===== src/rtl/pipe_pkg.sv =====
// Shared definitions for pipe_stage_reg instances: stage state encodings and
// the control-field layout every stage agrees on.
package pipe_pkg;

  typedef logic [1:0] stage_state_t;

  localparam stage_state_t ST_EMPTY = 2'd0;
  localparam stage_state_t ST_FULL  = 2'd1;
  localparam stage_state_t ST_SKID  = 2'd2;

  localparam int CTRL_W_DEF = 8;

  // Bit offsets inside the control field; flush/bubble zero all of them.
  localparam int CTRL_REGWRITE    = 0;
  localparam int CTRL_MEMWRITE    = 1;
  localparam int CTRL_RESULTSRC_LO = 2;
  localparam int CTRL_RESULTSRC_HI = 3;
  localparam int CTRL_BRANCH      = 4;
  localparam int CTRL_JUMP        = 5;
  localparam int CTRL_ALUSRC      = 6;
  localparam int CTRL_MEMREAD     = 7;

endpackage


===== src/rtl/pipe_entry.sv =====
// One pipeline entry: valid bit, control field (cleared whenever the entry
// goes invalid) and data field (cleared on flush only when CLR_DATA=1).
module pipe_entry
  import pipe_pkg::*;
#(
  parameter int CTRL_W   = CTRL_W_DEF,
  parameter int DATA_W   = 144,
  parameter int CLR_DATA = 0
) (
  input  logic              clk_i,
  input  logic              clr_i,
  input  logic              flush_i,
  input  logic              load_i,
  input  logic              drop_i,
  input  logic [CTRL_W-1:0] ctrl_i,
  input  logic [DATA_W-1:0] data_i,
  output logic              valid_o,
  output logic [CTRL_W-1:0] ctrl_o,
  output logic [DATA_W-1:0] data_o
);

  logic              valid_d, valid_q;
  logic [CTRL_W-1:0] ctrl_d, ctrl_q;
  logic [DATA_W-1:0] data_d, data_q;

  // Next-state selection; flush outranks load so a flushed input never lands.
  always_comb begin
    valid_d = valid_q;
    ctrl_d  = ctrl_q;
    data_d  = data_q;
    if (flush_i) begin
      valid_d = 1'b0;
      ctrl_d  = '0;
      if (CLR_DATA != 0) begin
        data_d = '0;
      end else begin
        data_d = data_q;
      end
    end else if (load_i) begin
      valid_d = 1'b1;
      ctrl_d  = ctrl_i;
      data_d  = data_i;
    end else if (drop_i) begin
      valid_d = 1'b0;
      ctrl_d  = '0;
    end else begin
      valid_d = valid_q;
    end
  end

  // Entry registers with synchronous reset.
  always_ff @(posedge clk_i) begin
    if (clr_i) begin
      valid_q <= 1'b0;
      ctrl_q  <= '0;
      data_q  <= '0;
    end else begin
      valid_q <= valid_d;
      ctrl_q  <= ctrl_d;
      data_q  <= data_d;
    end
  end

  assign valid_o = valid_q;
  assign ctrl_o  = ctrl_q;
  assign data_o  = data_q;

endmodule


===== src/rtl/pipe_stage_reg.sv =====
// Generic inter-stage pipeline register with valid/ready handshake, optional
// 2-entry skid buffer, flush handling and saturating stall/bubble counters.
module pipe_stage_reg
  import pipe_pkg::*;
#(
  parameter int CTRL_W   = CTRL_W_DEF,
  parameter int DATA_W   = 144,
  parameter int SKID     = 1,
  parameter int CLR_DATA = 0,
  parameter int CNT_W    = 16
) (
  input  logic              clk,
  input  logic              clr,
  input  logic              flush,
  input  logic              in_valid,
  output logic              in_ready,
  input  logic [CTRL_W-1:0] in_ctrl,
  input  logic [DATA_W-1:0] in_data,
  output logic              out_valid,
  input  logic              out_ready,
  output logic [CTRL_W-1:0] out_ctrl,
  output logic [DATA_W-1:0] out_data,
  output logic [CNT_W-1:0]  stall_cnt,
  output logic [CNT_W-1:0]  bubble_cnt
);

  localparam logic [CNT_W-1:0] CNT_MAX = {CNT_W{1'b1}};
  localparam logic [CNT_W-1:0] CNT_ONE = {{(CNT_W-1){1'b0}}, 1'b1};

  stage_state_t      state_d, state_q;
  logic              in_xfer_s, out_xfer_s;
  logic              main_load_s, main_drop_s, main_from_skid_s;
  logic              skid_load_s, skid_drop_s, skid_valid_s;
  logic [CTRL_W-1:0] skid_ctrl_s, main_ctrl_in_s;
  logic [DATA_W-1:0] skid_data_s, main_data_in_s;
  logic [CNT_W-1:0]  stall_d, stall_q, bubble_d, bubble_q;

  assign in_ready   = (SKID != 0) ? !skid_valid_s : (!out_valid | out_ready);
  assign in_xfer_s  = in_valid & in_ready;
  assign out_xfer_s = out_valid & out_ready;

  // Occupancy state machine: decides which entry loads or drops this cycle.
  always_comb begin
    state_d          = state_q;
    main_load_s      = 1'b0;
    main_drop_s      = 1'b0;
    main_from_skid_s = 1'b0;
    skid_load_s      = 1'b0;
    skid_drop_s      = 1'b0;
    case (state_q)
      ST_EMPTY: begin
        if (in_xfer_s) begin
          main_load_s = 1'b1;
          state_d     = ST_FULL;
        end else begin
          state_d = ST_EMPTY;
        end
      end
      ST_FULL: begin
        if (in_xfer_s && out_xfer_s) begin
          main_load_s = 1'b1;
        end else if (in_xfer_s && (SKID != 0)) begin
          skid_load_s = 1'b1;
          state_d     = ST_SKID;
        end else if (out_xfer_s) begin
          main_drop_s = 1'b1;
          state_d     = ST_EMPTY;
        end else begin
          state_d = ST_FULL;
        end
      end
      ST_SKID: begin
        if (out_xfer_s) begin
          main_load_s      = 1'b1;
          main_from_skid_s = 1'b1;
          skid_drop_s      = 1'b1;
          state_d          = ST_FULL;
        end else begin
          state_d = ST_SKID;
        end
      end
      default: begin
        main_drop_s = 1'b1;
        skid_drop_s = 1'b1;
        state_d     = ST_EMPTY;
      end
    endcase
  end

  assign main_ctrl_in_s = main_from_skid_s ? skid_ctrl_s : in_ctrl;
  assign main_data_in_s = main_from_skid_s ? skid_data_s : in_data;

  // Saturating performance counters; they keep counting through flush.
  always_comb begin
    if (out_valid && !out_ready && (stall_q != CNT_MAX)) begin
      stall_d = stall_q + CNT_ONE;
    end else begin
      stall_d = stall_q;
    end
    if (!out_valid && (bubble_q != CNT_MAX)) begin
      bubble_d = bubble_q + CNT_ONE;
    end else begin
      bubble_d = bubble_q;
    end
  end

  // State and counter registers; clr outranks flush.
  always_ff @(posedge clk) begin
    if (clr) begin
      state_q  <= ST_EMPTY;
      stall_q  <= '0;
      bubble_q <= '0;
    end else begin
      state_q  <= flush ? ST_EMPTY : state_d;
      stall_q  <= stall_d;
      bubble_q <= bubble_d;
    end
  end

  pipe_entry #(
    .CTRL_W   (CTRL_W),
    .DATA_W   (DATA_W),
    .CLR_DATA (CLR_DATA)
  ) u_main (
    .clk_i   (clk),
    .clr_i   (clr),
    .flush_i (flush),
    .load_i  (main_load_s),
    .drop_i  (main_drop_s),
    .ctrl_i  (main_ctrl_in_s),
    .data_i  (main_data_in_s),
    .valid_o (out_valid),
    .ctrl_o  (out_ctrl),
    .data_o  (out_data)
  );

  generate
    if (SKID != 0) begin : g_skid
      pipe_entry #(
        .CTRL_W   (CTRL_W),
        .DATA_W   (DATA_W),
        .CLR_DATA (CLR_DATA)
      ) u_skid (
        .clk_i   (clk),
        .clr_i   (clr),
        .flush_i (flush),
        .load_i  (skid_load_s),
        .drop_i  (skid_drop_s),
        .ctrl_i  (in_ctrl),
        .data_i  (in_data),
        .valid_o (skid_valid_s),
        .ctrl_o  (skid_ctrl_s),
        .data_o  (skid_data_s)
      );
    end else begin : g_noskid
      logic unused_skid_s;
      assign unused_skid_s = skid_load_s ^ skid_drop_s;
      assign skid_valid_s  = 1'b0;
      assign skid_ctrl_s   = '0;
      assign skid_data_s   = '0;
    end
  endgenerate

  assign stall_cnt  = stall_q;
  assign bubble_cnt = bubble_q;

endmodule


===== config.mk =====
export PLATFORM = sky130hd
export DESIGN_NAME = pipe_stage_reg
export DESIGN_NICKNAME = d
export VERILOG_FILES = /design/src/rtl/pipe_pkg.sv /design/src/rtl/pipe_entry.sv /design/src/rtl/pipe_stage_reg.sv
export SDC_FILE = /design/constraint.sdc
export NUM_CORES = 1
export LEC_CHECK = 0
export CAP_MARGIN = 20
export CORE_MARGIN = 2
export CORE_UTILIZATION = 42
export CTS_CLUSTER_DIAMETER = 30
export DETAILED_ROUTE_END_ITERATION = 8
export PLACE_DENSITY = 0.77
export SLEW_MARGIN = 20
export SYNTH_ARGS = -nofsm -noshare
export SYNTH_HDL_FRONTEND = slang
export SYNTH_SLANG_ARGS = --single-unit

===== constraint.sdc =====
create_clock -name clk -period 1.7 [get_ports clk]
set_input_delay 0.34 -clock clk [delete_from_list [all_inputs] [get_ports clk]]
set_output_delay 0.34 -clock clk [all_outputs]
set_load 0.05 [all_outputs]

==> results.yml <==
floorplan:
  num_io_pins: 343
  num_rows: 67
  die_h_um: 188
  initial_core_util: 0.424
  coreArea_um2: 33400
  die_area_um2: 35200
  fp.dieW_um: 188
synth:
  yosysSeqAreaShare: 0.481
  ys_warn_count: 0
  synth_seq_cells: 340
  ys.flop_type: "dfxtp_1"
  yosys.area.top_type: "dfxtp_1"
  synth_edf_count: 0
  postSynthCellCount: 1586
  syn_area_um2: 14100
  synth.avg_cell_area_um2: 8.92
  ys_types: 53
  synthesis.nets: 1745
  synth.top_cell.area_share: 0.481
  async_flop_share: 0
  synth.area.top_cells: "dfxtp_1, a21oi_1, mux2i_1"
timing:
  setup_viol: 5
  fin_setup_tns_ps: -65.5
  period_needed_ps: 1720
  fin_ws_ps: -21.5
  slew_viol_final: 0
  rsz0062_at_grt: "yes"
  finalHoldViolations: 0
  relSlewSlack: 0.688
  fmax_ghz: 0.581
  timing.final.crit_share: 1.01
  tightest_slew_ps: 468
  finClkSkew_ps: 25.2
route:
  wl_per_cell_um: 17.8
  routed_wl_um: 44200
  postRouteAntennaNets: 0
  route.detailed.drc: 0
  first_pass_iters: 7
  drtIter0Drc: 767
  vias_per_cell: 5.52
  vias: 13700
global_route:
  overflow: 0
  grt_max_degree: 98
  grt_pass1_wl_um: 68500
  antenna_found_initial: 3
  grt_pass1_vias: 13300
  grt_usage: 0.235
placed_design:
  place.gp.congestion: 0.843
  dp_hpwl_um: 27300
  dp.cells: 2325
  placed_cell_area_um2: 18400
  io_buffers: 342
pwr:
  p_per_area_nw_per_um2: 1240
  p_int_w: 0.0199
  total_power_w: 0.0268
  combPwrFrac: 0.127
  swShare: 0.257
  ir_drop_mv: 0.950
  p_leak_nw: 9.13
  seqPwrFrac: 0.318
  p_switching_w: 0.00687
  pwr-share-clk: 0.555
clock_tree:
  clkLatencyLatePin_ps: 550
  cts_hold_buf: 0
  numCtsBuffers: 76
  clockRootBuffer: "clkbuf_16"
  clock_sinks: 340
  htreeDepth: 3
  clk_pin_slew_worst_paths_ps: 50
  cts_tree: "done"
  clockBufferDepth: 3
critical_path:
  cp_slowest_cell: "or4_1"
  arrival_ps: 2190
  cp_max_fo: 5
  critical_path_required_ps: 2170
  cp_slowest_stage_delay_ps: 470
  start_kind: "flop"
  crit_path_cell_trace: "ha_4, nand4_4, nor4_4, buf_4, buf_4, or4_1, a21oi_1"
  crit_family: "simple AND/OR/NAND/NOR gates"
  crit_start: "bubble_cnt[1]$_SDFFE_PP0P_"
  critPathKind: "flop to flop"
  crit_top_cell: "buf_4"
  reg2reg_from: "bubble_cnt[1]$_SDFFE_PP0P_"
  critPathCaptureType: "flop"
  critPathBufInv: 2
worst_hold_path:
  hold_path.class: "input pin to flop"
  min_from: "clr"
layout:
  utilization: 0.649
  fill_cells: 2607
  synthToLayoutAreaGrowth_pct: 53.0
  finalInstanceArea_um2: 21600
  final_cells: 2488
  nets: 2136
  drive_above_1_share: 0.262
run:
  drv_cap: 0
run_status:
  status: "finished, violations left"
  failed_checks: "setup timing"
-- final timing paths --
kind                                                          endpoint  slack (ps)  cells after the start
worst max-delay path                        bubble_cnt[7]$_SDFFE_PP0P_         -20                      7
worst min-delay path                         stall_cnt[3]$_SDFFE_PP0P_         160                      2
worst max register to register              bubble_cnt[7]$_SDFFE_PP0P_         -20                      7
worst min register to register  g_skid.u_skid.data_o[138]$_SDFFE_PP0P_         450                      2
-- synthesized netlist by cell type, types with 3 or more instances --
master / number
nand3_1: 10
inv_1: 4
nand2b_1: 4
mux2_2: 14
clkbuf_1: 108
buf_1: 3
mux2i_1: 145
o31ai_1: 11
and4_1: 3
dfxtp_1: 340
or3_1: 9
nor4_1: 5
or4_1: 11
a311oi_1: 145
buf_2: 45
a21oi_1: 309
nand2_1: 302
nor2_1: 31
a22oi_1: 16
nand4_1: 9
o21ai_0: 6
nor3_1: 5
nor2b_1: 12
-- sequential cells by signal, indices dropped and copies added (netlist names) --
name	count
bubble_cnt	16
g_skid.u_skid.valid_o	1
state_q	2
g_skid.u_skid.data_o	144
u_main.data_o	144
g_skid.u_skid.ctrl_o	8
stall_cnt	16
u_main.valid_o	1
u_main.ctrl_o	8
-- power groups by stage --
stage	Clock, W	Sequential, W	Combinational (W)
2_1_floorplan	0	0.00954	0.000968
3_3_place_gp	0	0.00864	0.00311
3_5_place_dp	0	0.00865	0.00316
4_1_cts	0.0150	0.00852	0.00330
5_1_grt	0.0155	0.00854	0.00358
6_report	0.0148	0.00852	0.00339
-- layout by cell type (no fill, tap or decap), types with 11 or more instances in the layout --
| cell | instances |
|---|---|
| buf_6 | 18 |
| clkdlybuf4s50_1 | 154 |
| nor2b_1 | 12 |
| nor2_1 | 31 |
| dfxtp_4 | 16 |
| clkbuf_16 | 79 |
| clkbuf_8 | 13 |
| a311oi_1 | 125 |
| a22oi_1 | 16 |
| nand2_1 | 302 |
| dfxtp_1 | 304 |
| buf_4 | 253 |
| o31ai_1 | 11 |
| dfxtp_2 | 20 |
| buf_12 | 37 |
| mux2_2 | 14 |
| mux2i_1 | 145 |
| a21oi_1 | 307 |
| a311oi_2 | 20 |
| clkbuf_1 | 11 |
-- cell type report --
class	instances	area, um2	area share
multi-input cells	1085	6920	0.320
flip-flops and latches	340	6890	0.318
repair buffers	470	4590	0.212
clock buffers	101	2150	0.0992
well taps	448	561	0.0259
clock inverters	37	505	0.0234
inverters	4	26.3	0.00121
diodes	3	7.51	0.000347
-- kinds of logic after synthesis --
| family | after synthesis | share of synthesized area |
|---|---|---|
| AO/OA/AOI/OAI | 504 | 0.226 |
| XOR/XNOR | 2 | 0.00124 |
| adder cells (fa/ha/maj) | 2 | 0.00177 |
| buffers and inverters | 161 | 0.0470 |
| flip-flops | 340 | 0.481 |
| multiplexers | 160 | 0.115 |
| AND/OR/NAND/NOR | 417 | 0.128 |
-- metrics by stage --
step,setup slack (ps),hold WS (ps)
5_1_grt,-98.9,161
3_3_place_gp,-551,440
3_5_place_dp,-617,446
4_1_cts,-12.7,134
6_report,-21.5,164
2_1_floorplan,-59.5,436
-- what timing repair did --
action                     4_1_cts  5_1_grt
cloned                           5        3
gates resized for setup         25       47
buffers inserted                 5        9
pin swaps                       14       93
setup endpoints to repair      199      249
-- layer usage --
| layer | vias to the layer above | part of all wire | GRT usage |
|---|---|---|---|
| li1 | 6615 | - | - |
| met1 | 6503 | 0.39 | 0.275 |
| met2 | 511 | 0.49 | 0.398 |
| met3 | 109 | 0.076 | 0.0670 |
| met4 | 0 | 0.038 | 0.109 |
| met5 | - | 0 | 0 |
(Power assumes the default switching activity.)
